### src/rtl/fpdiv_pkg.sv
`default_nettype none
// ============================================================================
//  Module   : fpdiv_pkg
//  Purpose  : Shared types and constants for the fpdiv request arbiter:
//             FSM state encoding, timeout result word, exception code and
//             default sizing parameters.
//  Revision : 1.0  initial release
// ============================================================================
package fpdiv_pkg;

    localparam int DEFAULT_N_REQ   = 4;
    localparam int DEFAULT_TIMEOUT = 64;

    // Result word and exception code reported when the divider never answers
    localparam logic [31:0] QNAN        = 32'h7FFF_FFFF;
    localparam logic [1:0]  EXC_INVALID = 2'b11;

    typedef enum logic [1:0] {
        ST_IDLE  = 2'd0,
        ST_ISSUE = 2'd1,
        ST_WAIT  = 2'd2,
        ST_RESP  = 2'd3
    } state_e;

    // Width of a requester index; a single requester still needs one bit
    function automatic int idx_width(input int n);
        return (n > 1) ? $clog2(n) : 1;
    endfunction

endpackage
`default_nettype wire

### src/rtl/rr_arbiter.sv
`default_nettype none
// ============================================================================
//  Module   : rr_arbiter
//  Purpose  : Combinational round-robin pick: the first asserted bit of
//             i_valid at or after i_ptr, wrapping modulo N_REQ.
//  Ports    : i_valid     [N_REQ]  request vector
//             i_ptr       [IDW]    highest-priority index
//             o_grant     [N_REQ]  one-hot grant (zero when nothing valid)
//             o_grant_idx [IDW]    index of the granted bit
//             o_any       [1]      at least one request present
//  Revision : 1.0  initial release
// ============================================================================
module rr_arbiter
    import fpdiv_pkg::*;
#(
    parameter  int N_REQ = DEFAULT_N_REQ,
    localparam int IDW   = idx_width(N_REQ)
) (
    input  logic [N_REQ-1:0] i_valid,
    input  logic [IDW-1:0]   i_ptr,
    output logic [N_REQ-1:0] o_grant,
    output logic [IDW-1:0]   o_grant_idx,
    output logic             o_any
);

    // Walk offsets from farthest to nearest so the nearest valid requester
    // (smallest offset from the pointer) is the last one written and wins.
    always_comb begin
        o_grant     = '0;
        o_grant_idx = '0;
        o_any       = 1'b0;
        for (int off = N_REQ - 1; off >= 0; off--) begin
            if (i_valid[(int'(i_ptr) + off) % N_REQ]) begin
                o_grant_idx = IDW'((int'(i_ptr) + off) % N_REQ);
                o_any       = 1'b1;
            end
        end
        o_grant[o_grant_idx] = o_any;
    end

endmodule
`default_nettype wire

### src/rtl/fpdiv_arbiter.sv
`default_nettype none
// ============================================================================
//  Module   : fpdiv_arbiter
//  Purpose  : Shares one floating-point divider among N_REQ requesters.
//             One operation in flight at a time: grant -> launch -> wait for
//             a rising DONE (or timeout) -> hold response until accepted.
//  Ports    : clock, reset_n            clock, synchronous active-low reset
//             req_valid/req_ready       per-requester handshake
//             req_a/req_b               packed operands, 32 bits per requester
//             rsp_valid/rsp_ready       shared response handshake
//             rsp_id/data/exc/to        response owner, result, exception,
//                                       timeout flag
//             div_start/div_a/div_b     divider launch pulse and operands
//             div_done/result/exc       divider completion level and result
//             busy                      high whenever not idle
//  Revision : 1.0  initial release
// ============================================================================
module fpdiv_arbiter
    import fpdiv_pkg::*;
#(
    parameter  int N_REQ   = DEFAULT_N_REQ,
    parameter  int TIMEOUT = DEFAULT_TIMEOUT,
    localparam int IDW     = idx_width(N_REQ)
) (
    input  logic                clock,
    input  logic                reset_n,
    input  logic [N_REQ-1:0]    req_valid,
    output logic [N_REQ-1:0]    req_ready,
    input  logic [32*N_REQ-1:0] req_a,
    input  logic [32*N_REQ-1:0] req_b,
    output logic                rsp_valid,
    input  logic                rsp_ready,
    output logic [IDW-1:0]      rsp_id,
    output logic [31:0]         rsp_data,
    output logic [1:0]          rsp_exc,
    output logic                rsp_to,
    output logic                div_start,
    output logic [31:0]         div_a,
    output logic [31:0]         div_b,
    input  logic                div_done,
    input  logic [31:0]         div_result,
    input  logic [1:0]          div_exc,
    output logic                busy
);

    localparam int             TW         = (TIMEOUT > 1) ? $clog2(TIMEOUT) : 1;
    localparam logic [TW-1:0]  TIMER_LAST = TW'(TIMEOUT - 1);
    localparam logic [IDW-1:0] IDX_LAST   = IDW'(N_REQ - 1);

    state_e         state_q, state_d;
    logic [IDW-1:0] ptr_q,   ptr_d;
    logic [TW-1:0]  timer_q, timer_d;
    logic           done_q,  done_d;
    logic [IDW-1:0] id_q,    id_d;
    logic [31:0]    a_q,     a_d;
    logic [31:0]    b_q,     b_d;
    logic [31:0]    data_q,  data_d;
    logic [1:0]     exc_q,   exc_d;
    logic           to_q,    to_d;

    logic [N_REQ-1:0] grant_oh;
    logic [IDW-1:0]   grant_idx;
    logic             grant_any;
    logic             completion;
    logic             timed_out;

    rr_arbiter #(
        .N_REQ (N_REQ)
    ) u_rr (
        .i_valid     (req_valid),
        .i_ptr       (ptr_q),
        .o_grant     (grant_oh),
        .o_grant_idx (grant_idx),
        .o_any       (grant_any)
    );

    // Only a fresh rising DONE counts; a level still high from an earlier
    // operation was already registered into done_q and is ignored.
    assign completion = (state_q == ST_WAIT) && div_done && !done_q;
    assign timed_out  = (state_q == ST_WAIT) && (timer_q == TIMER_LAST);

    // ---------------------------------------------------------------- state register
    always_ff @(posedge clock) begin
        if (!reset_n) begin
            state_q <= ST_IDLE;
            ptr_q   <= '0;
            timer_q <= '0;
            done_q  <= 1'b0;
            id_q    <= '0;
            a_q     <= '0;
            b_q     <= '0;
            data_q  <= '0;
            exc_q   <= '0;
            to_q    <= 1'b0;
        end else begin
            state_q <= state_d;
            ptr_q   <= ptr_d;
            timer_q <= timer_d;
            done_q  <= done_d;
            id_q    <= id_d;
            a_q     <= a_d;
            b_q     <= b_d;
            data_q  <= data_d;
            exc_q   <= exc_d;
            to_q    <= to_d;
        end
    end

    // ---------------------------------------------------------------- next state
    always_comb begin
        state_d = state_q;
        case (state_q)
            ST_IDLE:  if (grant_any) state_d = ST_ISSUE;
            ST_ISSUE: state_d = ST_WAIT;
            ST_WAIT:  if (completion || timed_out) state_d = ST_RESP;
            ST_RESP:  if (rsp_ready) state_d = ST_IDLE;
            default:  state_d = ST_IDLE;
        endcase
    end

    // ---------------------------------------------------------------- datapath
    always_comb begin
        ptr_d   = ptr_q;
        timer_d = timer_q;
        done_d  = div_done;
        id_d    = id_q;
        a_d     = a_q;
        b_d     = b_q;
        data_d  = data_q;
        exc_d   = exc_q;
        to_d    = to_q;
        case (state_q)
            ST_IDLE: begin
                if (grant_any) begin
                    id_d = grant_idx;
                    a_d  = req_a[32*grant_idx +: 32];
                    b_d  = req_b[32*grant_idx +: 32];
                end
            end
            ST_ISSUE: timer_d = '0;
            ST_WAIT: begin
                timer_d = timer_q + TW'(1);
                // Completion takes priority over a coincident timeout
                if (completion) begin
                    data_d = div_result;
                    exc_d  = div_exc;
                    to_d   = 1'b0;
                end else if (timed_out) begin
                    data_d = QNAN;
                    exc_d  = EXC_INVALID;
                    to_d   = 1'b1;
                end
            end
            ST_RESP: begin
                if (rsp_ready) ptr_d = (id_q == IDX_LAST) ? '0 : id_q + IDW'(1);
            end
            default: ;
        endcase
    end

    // ---------------------------------------------------------------- outputs
    // Ready is suppressed during a reset cycle so no requester believes it
    // was accepted by an operation the reset is about to discard.
    always_comb begin
        req_ready = '0;
        if ((state_q == ST_IDLE) && reset_n) req_ready = grant_oh;
        div_start = (state_q == ST_ISSUE);
        rsp_valid = (state_q == ST_RESP);
        busy      = (state_q != ST_IDLE);
    end

    assign div_a    = a_q;
    assign div_b    = b_q;
    assign rsp_id   = id_q;
    assign rsp_data = data_q;
    assign rsp_exc  = exc_q;
    assign rsp_to   = to_q;

endmodule
`default_nettype wire

### config.mk
export PLATFORM = sky130hd
export DESIGN_NAME = fpdiv_arbiter
export DESIGN_NICKNAME = d
export VERILOG_FILES = /design/src/rtl/fpdiv_pkg.sv /design/src/rtl/rr_arbiter.sv /design/src/rtl/fpdiv_arbiter.sv
export SDC_FILE = /design/constraint.sdc
export NUM_CORES = 1
export LEC_CHECK = 0
export BUFFER_PORTS_ARGS = -buffer_cell sky130_fd_sc_hd__buf_2
export CORE_AREA = 2 2 156 158
export CTS_BUF_LIST = sky130_fd_sc_hd__clkbuf_4 sky130_fd_sc_hd__clkbuf_8
export DETAILED_ROUTE_END_ITERATION = 10
export DIE_AREA = 0 0 158 160
export PLACE_DENSITY = 0.64
export SYNTH_ARGS = -nofsm -noshare
export SYNTH_HDL_FRONTEND = slang
export SYNTH_SLANG_ARGS = --single-unit
### constraint.sdc
create_clock -name clock -period 2.8 [get_ports clock]
set_input_delay 0.42 -clock clock [delete_from_list [all_inputs] [get_ports clock]]
set_output_delay 0.42 -clock clock [all_outputs]
set_load 0.02 [all_outputs]
Word level (Yosys, flattened, before mapping) --
Cells that the tools add are included.
Operators by class: multiplexer cells 34, order comparisons 6, reductions and logical operators 18, add/subtract/negate cells 5, bitwise logic cells 4, equal/unequal tests 8, shifts and indexed selects 2
Operator list (count):
- indexed part select 128 x 8 -> 32 bit | 2
- two-way mux 32 bit | 2
- two-way mux 2 bit | 10
- two-way mux 1 bit | 14
- less-than comparator 3 x 4 -> 1 bit (second input constant) | 3
- one-hot mux 6 bit (2 select lines) | 1
- binary-select mux 1 bit (select 2 bit) | 4
- one-hot mux 2 bit (4 select lines) | 1
- adder 6 x 1 -> 6 bit (second input constant) | 1
- equality test 2 bit (second input constant) | 3
- equality test 6 bit (second input constant) | 1
- less-than comparator 2 x 3 -> 1 bit (second input constant) | 2
- AND reduction 2 bit | 3
- nonzero test 2 bit | 3
- OR reduction 2 bit | 3
- logical AND 1 bit | 5
- adder 2 x 1 -> 2 bit (second input constant) | 2
- adder 2 bit (second input constant) | 2
- AND 4 bit | 1
- two-way mux 4 bit | 1
- inequality test 2 x 1 -> 1 bit (second input constant) | 2
- AND 1 bit (first input constant) | 3
- AND reduction 3 bit | 1
- demux 1 bit (select 2 bit) | 1
- 6 further kinds | 6
Storage, ports and cells: bits in registers 112, output and inout bits 108, word-level logic and storage cells 87

Longest topological paths before layout --
depth after elaboration 16, depth in mapped cells 8, depth with buffers taken out 7

Cells and area by module --
From an unflattened synthesis, not the netlist that was laid out.
Unflattened totals: cells, all modules 485, area, all modules 5575.3 um^2
Modules (own cells, without submodules):
- fpdiv_arbiter | instances 1, cells each 457, area each 5398.9 um^2
- rr_arbiter | instances 1, cells each 28, area each 176.4 um^2

Worst setup path after synthesis --
No wires, ideal clock.
path kind input to output, start input req_valid[0], end output req_ready[2], slack 785 ps, cell stages on the path 6, arrival 1595 ps, cell sequence buf_4 > and2b_1 > nor3_1 > o31a_1 > buf_4 > and3_1
On the way: longest elaborated chain between the ends 13
Ends and longest elaborated chain:
- start, declared | line fpdiv_arbiter.sv:27 | input logic [N_REQ-1:0] req_valid,
- binary-select mux 1 bit (select 2 bit) | line rr_arbiter.sv:33 | if (i_valid[(int'(i_ptr) + off) % N_REQ]) begin
- two-way mux 1 bit (not written as such) (2 in series) | line rr_arbiter.sv:33
- two-way mux 2 bit (4 in series) | line rr_arbiter.sv:33
- less-than comparator 2 x 3 -> 1 bit (not written as such) or >= comparator 2 x 1 -> 1 bit (tied branches) | line rr_arbiter.sv:38 | o_grant[o_grant_idx] = o_any;
- logical AND 1 bit (not written as such) | line rr_arbiter.sv:38
- two-way mux 1 bit (not written as such) | line rr_arbiter.sv:38
- demux 1 bit (select 2 bit)
- AND 4 bit (no source line) *
- two-way mux 4 bit * | line fpdiv_arbiter.sv:166 | if ((state_q == ST_IDLE) && reset_n) req_ready = grant_oh;
- end, declared | line fpdiv_arbiter.sv:28 | output logic [N_REQ-1:0] req_ready,
Mark *: on every way between the ends. The rest lies on a longest branch, timed or not. The select of a mux whose other input is x is not followed.

Final worst setup path --
start register ptr_q[1], end output req_ready[0]
On the way: longest elaborated chain between the ends 14
Ends and longest elaborated chain:
- start, declared | line fpdiv_arbiter.sv:51 | logic [IDW-1:0] ptr_q, ptr_d;
- start signal, assigned | line fpdiv_arbiter.sv:97 | ptr_q <= ptr_d;
- adder 2 bit | line rr_arbiter.sv:33, rr_arbiter.sv:34
- binary-select mux 1 bit (select 2 bit) | line rr_arbiter.sv:33
- two-way mux 1 bit (not written as such) (2 in series) | line rr_arbiter.sv:33
- two-way mux 2 bit (4 in series) | line rr_arbiter.sv:33
- less-than comparator 2 x 3 -> 1 bit (not written as such) or >= comparator 2 x 1 -> 1 bit (tied branches) | line rr_arbiter.sv:38
- logical AND 1 bit (not written as such) | line rr_arbiter.sv:38
- two-way mux 1 bit (not written as such) | line rr_arbiter.sv:38
- demux 1 bit (select 2 bit)
- AND 4 bit (no source line) *
- two-way mux 4 bit * | line fpdiv_arbiter.sv:166
Marks and branches as above.

==> impl_results.md <==
* Outcome: finished clean
* DRT Wirelength at 23900 µm
* PortBufs at 405
* Ys flop type: dfxtp_1
* Worst-skew pair later-pin latency at 400 ps
* Critical path class: reg -> out
* Die width at 158 µm
* Pre-CTS setup slack at 475 ps
* Clock H-tree levels at 3
* Via count at 6737
* Final core utilization at 36.9%
* PD cells at 849 nW/µm²
* Switching fraction of total power at 46.5%
* Die area at 25300 µm²
* Worst EP required at 2380 ps
* Post-synth EDFFs at 0
* Layout cells sized above 1 at 48.3%
* Initial antenna violation count at 5
* Top cells by area, synth: dfxtp_1, mux2_4, a221oi_1
* Initial Utilization at 25.9%
* Vias/cell at 4.82
* Fmax at 0.380 GHz
* Detailed Routing Iterations Pass 1 at 5
* Fin crit share at 94.0%
* Final setup fails at 0
* Hold Crit Depth at 2
* Ys async rst share at 0%
* Reg2Reg Depth at 6
* Worst-Margin Slew at 793 ps
* Largest net degree at the start of global routing at 70
* Total Routing Usage GR at 17.7%
* Dpl hpwl at 17800 µm
* Wire per inst at 17.1 µm
* Unrepaired setup endpoints after global routing: no
* Die Y-Extent at 160 µm
* Synth warn at 0
* Post-Syn Instances at 690
* Post-synth top area share at 36.3%
* Final hold violation count at 0
* Syn_area_per_cell at 8.96 µm²
* Placed instance area at 8560 µm²
* Int Power at 4.00 mW
* Leak at 4.05 nW
* Seq cells post-synth at 112
* Design area at 8790 µm²
* Mapped Nets at 995
* Synth area leader: dfxtp_1
* Total setup buffers inserted after CTS at 0
* PostCTS Resize Cnt at 0
* Hold Path Class: in -> reg
* Slew Viols, Final at 0
* Critical path capture point type: output port
* Number of global-route vias before repair at 6419
* Relative slew slack at 47.1%
* Detail Route Antenna Nets at 0
* Final nets at 1369
* CP startpoint kind: flip-flop
* DRC at 0
* Worst Skew at 12.5 ps
* Layout area overhead at 42.3%
* Worst-path clk slew at 140 ps
* Setup tns final at 0 ps
* Clock sink count at 112
* Cell variety after synth at 45
* Io pins at 406
* Sw Pwr at 3.47 mW
* Worst Path Arrival at 2210 ps
* RePlAce Congestion at 0.863
* Gr ovfl total at 0
* Flop pwr share at 32.3%
* Sequential fraction of the synthesis area at 36.3%
* Clk pwr share at 14.2%
* Initial drt markers at 393
* Comb pwr share at 53.4%
* Final worst slack at 167 ps
* Max-cap violations at 0
* Synthesized area at 6180 µm²
* Critical Path Fanout Max at 13
* Cell Rows at 57
* Worst VDD drop at 0.000418 V
* CTS Buf Count at 9
* CTS tree: done
* Root buf cell: clkbuf_8
* Most common cell after layout, fill and taps aside: buf_2
* Clk buf depth at 2
* Most frequent cells in the layout: buf_2, dfxtp_1, o21ai_0
* Core ar. at 23800 µm²
* Final Critical Period at 2630 ps
* First-pass GRT wire length at 35000 µm
metal layers:
metal	share of wire, %	up-vias	global-route usage [%]
li1	-	3352	-
met1	44	3054	22.8
met2	46	292	28.9
met3	7.4	39	4.18
met4	2.4	0	6.35
met5	0	-	0
area by class of cell:
class,count,area [µm²]
Fill cell,2526,15000
Multi-Input combinational cell,508,3650
Sequential cell,112,2240
Timing Repair Buffer,425,2240
Tap cell,324,405
Clock buffer,9,124
Clock inverter,7,88.8
Inverter,8,30.0
Antenna cell,4,10.0
synthesized netlist by cell type (4+ instances only):
cell type,instances
mux2_4,34
buf_6,5
mux2_2,15
and2_1,4
nor2_1,93
or2_2,6
nor3_1,37
nand2b_1,4
clkbuf_1,43
o22ai_1,16
and3_1,4
a21oi_1,6
a221oi_2,9
buf_2,11
buf_4,4
or2_0,9
o21ai_0,96
o2bb2ai_1,49
dfxtp_1,112
inv_1,8
a221oi_1,55
o21ai_1,9
nand2_1,11
mux2i_1,17
ha_1,7
repair_timing:
| action | in CTS | in global routing |
|---|---|---|
| setup endpoints to repair | 0 | 4 |
| hold buffers | 0 | 0 |
| endpoints found under the hold margin | 0 | 0 |
power groups by stage:
stage                     registers, mW  clock network, mW  logic (mW)
after global routing               2.48               1.18        4.38
after global placement             2.43                  0        3.92
final                              2.41               1.06        3.99
after detailed placement           2.44                  0        3.97
after floorplan                    3.07                  0        1.96
after CTS                          2.41               1.12        3.97
final timing paths:
kind	from	endpoint	slack, ps
worst max-delay path	ptr_q[1]	req_ready[0]	170
worst min-delay path	div_done	done_q	240
worst max register to register	state_q[0]	div_a[23]	590
worst min register to register	timer_q[5]	timer_q[5]	490
through the flow:
step / instances / hold WS (ps) / total power, mW
global route: 1395 / 219 / 8.04
detailed placement: 1376 / 476 / 6.41
finish: 1397 / 242 / 7.47
CTS: 1392 / 207 / 7.50
floorplan: 690 / 458 / 5.04
global placement: 1376 / 468 / 6.35
sequential cells by signal, indices dropped and copies added, names as in the netlist, 2 cells and up:
register / flops
div_a: 32
div_b: 32
ptr_q: 2
rsp_data: 32
rsp_exc: 2
rsp_id: 2
state_q: 2
timer_q: 6
worst max-delay path, cell delays in order (launching register included):
cell and delay [ps]:
dfxtp_1 670, a31oi_1 190, o22ai_2 560, and3_1 240, buf_2 160
kinds of logic after synthesis:
family | synth area share (%)
multiplexers | 13.7
XOR/XNOR | 0.567
flip-flops | 36.3
AND/OR/NAND/NOR | 13.1
AO/OA/AOI/OAI | 29.5
buffers and inverters | 5.39
adder cells (fa/ha/maj) | 1.42
Note: power is estimated with default switching activity, not from simulation.
